--- src/rtl/aes_pkg.sv ---
// Shared AES block geometry and the serializer state encoding.
package aes_pkg;

    localparam int AES_NBYTES     = 16;
    localparam int AES_BW         = 8;
    localparam int AES_BLOCK_BITS = AES_NBYTES * AES_BW;

    typedef enum logic [1:0] {
        S_IDLE,
        S_SEND,
        S_DONE
    } ser_state_t;

endpackage : aes_pkg

--- src/rtl/mod_reg16_serializer.sv ---
// Captures one AES state block and hands it to the downstream one-entry FIFO
// a byte at a time, most significant byte first, pulsing done_o at the end.
module mod_reg16_serializer
    import aes_pkg::*;
#(
    parameter int NBYTES = AES_NBYTES,
    parameter int BW     = AES_BW
) (
    input  logic                   clk,
    input  logic                   resetn,
    input  logic                   load_i,
    input  logic [NBYTES*BW-1:0]   block_i,
    output logic                   load_ready_o,
    input  logic                   fifo_empty_i,
    input  logic                   abort_i,
    output logic [BW-1:0]          byte_o,
    output logic                   reg16_empty_o,
    output logic [3:0]             byte_idx_o,
    output logic                   busy_o,
    output logic                   done_o
);

    localparam int         BLK_W    = NBYTES * BW;
    localparam logic [3:0] LAST_IDX = 4'(NBYTES - 1);

    ser_state_t         state_q, state_d;
    logic [BLK_W-1:0]   shreg_q, shreg_d;
    logic [3:0]         idx_q,   idx_d;
    logic               empty_q, empty_d;
    logic               busy_q,  busy_d;
    logic               done_q,  done_d;
    logic               ready_q, ready_d;
    logic               xfer;

    // Same capture condition the FIFO evaluates, so both sides agree on every byte.
    assign xfer = (state_q == S_SEND) && fifo_empty_i && !empty_q;

    always_comb begin
        // NOTE: every signal gets a default first so no path leaves it unassigned (no latch).
        state_d = state_q;
        shreg_d = shreg_q;
        idx_d   = idx_q;
        empty_d = empty_q;
        busy_d  = busy_q;
        done_d  = 1'b0;
        ready_d = ready_q;

        if (abort_i) begin
            state_d = S_IDLE;
            shreg_d = '0;
            idx_d   = '0;
            empty_d = 1'b1;
            busy_d  = 1'b0;
            ready_d = 1'b1;
        end else begin
            unique case (state_q)
                S_IDLE: begin
                    if (load_i) begin
                        state_d = S_SEND;
                        shreg_d = block_i;
                        idx_d   = '0;
                        empty_d = 1'b0;
                        busy_d  = 1'b1;
                        ready_d = 1'b0;
                    end
                end
                S_SEND: begin
                    if (xfer) begin
                        shreg_d = shreg_q << BW;
                        // The final byte ends the block instead of wrapping the index.
                        if (idx_q == LAST_IDX) begin
                            state_d = S_DONE;
                            empty_d = 1'b1;
                            busy_d  = 1'b0;
                            done_d  = 1'b1;
                        end else begin
                            idx_d = idx_q + 4'd1;
                        end
                    end
                end
                S_DONE: begin
                    state_d = S_IDLE;
                    idx_d   = '0;
                    ready_d = 1'b1;
                end
                default: begin
                    state_d = S_IDLE;
                    shreg_d = '0;
                    idx_d   = '0;
                    empty_d = 1'b1;
                    busy_d  = 1'b0;
                    ready_d = 1'b1;
                end
            endcase
        end
    end

    // NOTE: sequential state uses non-blocking assignments only.
    always_ff @(posedge clk or posedge resetn) begin
        if (resetn) begin
            state_q <= S_IDLE;
            shreg_q <= '0;
            idx_q   <= '0;
            empty_q <= 1'b1;
            busy_q  <= 1'b0;
            done_q  <= 1'b0;
            ready_q <= 1'b1;
        end else begin
            state_q <= state_d;
            shreg_q <= shreg_d;
            idx_q   <= idx_d;
            empty_q <= empty_d;
            busy_q  <= busy_d;
            done_q  <= done_d;
            ready_q <= ready_d;
        end
    end

    assign byte_o        = shreg_q[BLK_W-1 -: BW];
    assign reg16_empty_o = empty_q;
    assign byte_idx_o    = idx_q;
    assign busy_o        = busy_q;
    assign done_o        = done_q;
    assign load_ready_o  = ready_q;

endmodule : mod_reg16_serializer

--- config.mk ---
export PLATFORM = sky130hd
export DESIGN_NAME = mod_reg16_serializer
export DESIGN_NICKNAME = d
export VERILOG_FILES = /design/src/rtl/aes_pkg.sv /design/src/rtl/mod_reg16_serializer.sv
export SDC_FILE = /design/constraint.sdc
export NUM_CORES = 1
export LEC_CHECK = 0
export BUFFER_PORTS_ARGS = -buffer_cell sky130_fd_sc_hd__buf_2
export CAP_MARGIN = 20
export CORE_MARGIN = 5
export CORE_UTILIZATION = 43
export CTS_CLUSTER_DIAMETER = 30
export DETAILED_ROUTE_END_ITERATION = 16
export PLACE_DENSITY = 0.69
export SYNTH_ARGS = -nofsm -noshare
export SYNTH_HDL_FRONTEND = slang
export SYNTH_SLANG_ARGS = --single-unit
--- constraint.sdc ---
create_clock -name clk -period 3.9 [get_ports clk]
set_clock_uncertainty 0.15 [all_clocks]
set_input_delay 0.39 -clock clk [delete_from_list [all_inputs] [get_ports clk]]
set_output_delay 0.39 -clock clk [all_outputs]
set_load 0.02 [all_outputs]
==> run_results.csv <==
group,metric,value,unit
synth,synth_area,6560,µm²
routing,drt_first_pass_iters,4,
timing,fmax,381,MHz
placement,place.detailed.hpwl,10000,µm
status,status,"finished, final reports clean",
routing,drc,0,
pwr,leakage,4.03,nW
synth,async_flop_share,1.00,
global_routing,grt_max_degree,139,
timing,fin_crit,2.62,ns
cells_and_area,drive_gt1_frac,0.472,
synth,ys_warn_count,0,
synth,synthTopCellsByCount,"136 x dfrtp_1, 116 x mux2_2, 112 x a22o_1, 19 x nand2_1, 18 x buf_2",
floorplanning,core,15100,µm²
clocking,cts.reportedPaths.clkPinSlew,0.06,ns
floorplanning,fp.dieW,134,µm
timing,fin_tns_setup,0,ns
floorplanning,die_y,134,µm
critical_path,reg2reg_from,"state_q[1]",
synth,synthXorXnorAreaFrac,0,
clocking,cts_num_sinks,138,
pwr,power-per-cell-area,561,nW/µm²
floorplanning,start_util,0.435,
critical_path,cp-start-kind,"register",
clocking,cts_buffer_depth,2,
synth,syn_area_per_cell,12.9,µm²
synth,synth_area_leaders,"dfrtp_1 52%, mux2_2 20%, a22o_1 15%",
floorplanning,ioPinCount,149,
synth,ys_seq_area_frac,0.527,
global_routing,gr-total-overflow,0,
cells_and_area,stdcell_area,7950,µm²
timing,worstMarginPinSlew,0.729,ns
global_routing,track_usage,0.171,
synth,synth_edf_count,0,
routing,via_per_inst,5.47,
timing,rsz0062_at_grt,"false",
clocking,cts-root-buf,"clkbuf_16",
placement,place_area,7380,µm²
placement,io_buffers,148,
routing,drtIter0Drc,240,
placement,finalWeightedCongestion,0.805,
global_routing,grt_first_pass_wirelength,24700,µm
routing,ant_nets,0,
synth,synth_flop_cell,"dfrtp_1",
synth,synth_top_family_by_area,"multiplexers",
pwr,peakVddDrop,0.286,mV
clocking,cts.repair.resized,0,
synth,synth-simple-area-share,0.0255,
critical_path,criticalPathCategory,"reg -> reg",
clocking,htreeDepth,4,
clocking,post-cts-setup-buffer-count,0,
synth,synthCells,507,
job,cap_violations,0,
timing,period_share,0.672,
timing,max-slew-margin-rel,0.514,
clocking,cts_tree,"done",
routing,routedWlPerCell,17.9,µm
floorplanning,dieArea,17800,µm²
synth,ys_ff_latch,138,
clocking,numCtsBuffers,17,
synth,synth_compound_area_frac,0.174,
clocking,cts_hold_buf,0,
critical_path,arrival,2.76,ns
cells_and_area,nets,763,
synth,synth_cell_type_count,34,
cells_and_area,fillers,1335,
worst_hold_path,hold_class,"in -> async",
global_routing,first_global_vias,4864,
global_routing,grt_antenna_before_repair,0,
synth,yosysTopAreaCellShare,0.519,
floorplanning,rows,45,
synth,yosysMostFrequentCell,"dfrtp_1",
cells_and_area,multi_input_area,2790,µm²
synth,synth_top_area_cell,"dfrtp_1",
critical_path,crit_start,"state_q[1]",
clocking,clock_latency,0.41,ns
routing,num_vias,4548,
timing,finalMaxSlewViolations,0,
cells_and_area,register_area,3460,µm²
critical_path,cp.required,4.04,ns
synth,synth_mux_area_frac,0.220,
cells_and_area,area_growth,21.2,%
critical_path,worst-r2r-cell-count,5,
timing,setup_violations,0,
timing,finalHoldViolCount,0,
synth,synth_fa_ha_area_frac,0.00191,
synth,synth_nets,641,
critical_path,crit_path_end_kind,"register",
routing,routed_wl,14900,µm
critical_path,critPathMaxFanout,38,
[power by group]
part / switching, mW / internal (mW) / total, mW
registers: 0.173 / 1.73 / 1.91
logic: 0.466 / 0.521 / 0.987
clock network: 0.568 / 0.999 / 1.57
[kinds of logic after synthesis]
kind of cell / after synthesis
multiplexers: 129
AND/OR/NAND/NOR: 35
AO/OA/AOI/OAI: 138
flip-flops: 138
buffers and inverters: 66
adder cells (fa/ha/maj): 1
[flip-flops by register name, indices dropped and copies added, names as in the netlist]
name,count
shreg_q,128
byte_idx_o,4
state_q,2
busy_o,1
done_o,1
load_ready_o,1
reg16_empty_o,1
[area by class of cell]
class,instances,share of cell area
inverter,14,0.00708
clock inverter,9,0.0154
tap,188,0.0296
sequential,138,0.435
clock buffer,23,0.0563
timing repair buffer,155,0.106
multi-input combinational,303,0.350
antenna,2,0.000629
[stage by stage]
stage	total power [mW]	utilization	setup slack, ns	instances	hold WS [ns]
after detailed placement	2.93	0.489	1.27	798	0.323
after global placement	2.89	0.489	1.34	798	0.327
after floorplan	2.67	-	1.64	507	0.309
final	4.46	0.527	1.28	832	0.0471
after global routing	4.69	0.527	1.13	830	0.0652
after CTS	4.52	0.527	1.29	830	0.0475
[worst max-delay path, stage by stage, from the launching register on]
cell and delay [ns]:
dfrtp_1 0.46, nor2b_1 0.23, nor2_1 0.11, o21bai_4 0.58, buf_4 0.55, mux2_2 0.40
[path summary, 6_finish.rpt]
kind / slack [ns] / end
min reg2reg: 0.33 / load_ready_o
max in group asynchronous: 3.03 / shreg_q[66]
min in group clk: 0.07 / shreg_q[2]
min: 0.05 / shreg_q[7]
max reg2reg: 1.28 / shreg_q[90]
max: 1.28 / shreg_q[90]
[cells in the final DEF, fill, tap and decap left out, drive strengths merged, types with 3 or more instances in the layout]
cell,instances
nor2,4
dfrtp,136
a21oi,3
mux2,120
buf,155
mux2i,9
o21ai,12
clkbuf,23
nand3,3
nand2,19
bufinv,3
clkinv,5
a22o,112
nor2b,3
inv,13
[routing by layer]
layer,part of all wire,global-route usage,wire length (µm)
met4,0.021,0.0674,309
met1,0.44,0.220,6590
met5,0,0,0
met3,0.049,0.0487,731
met2,0.49,0.273,7280
(Power assumes the default switching activity.)
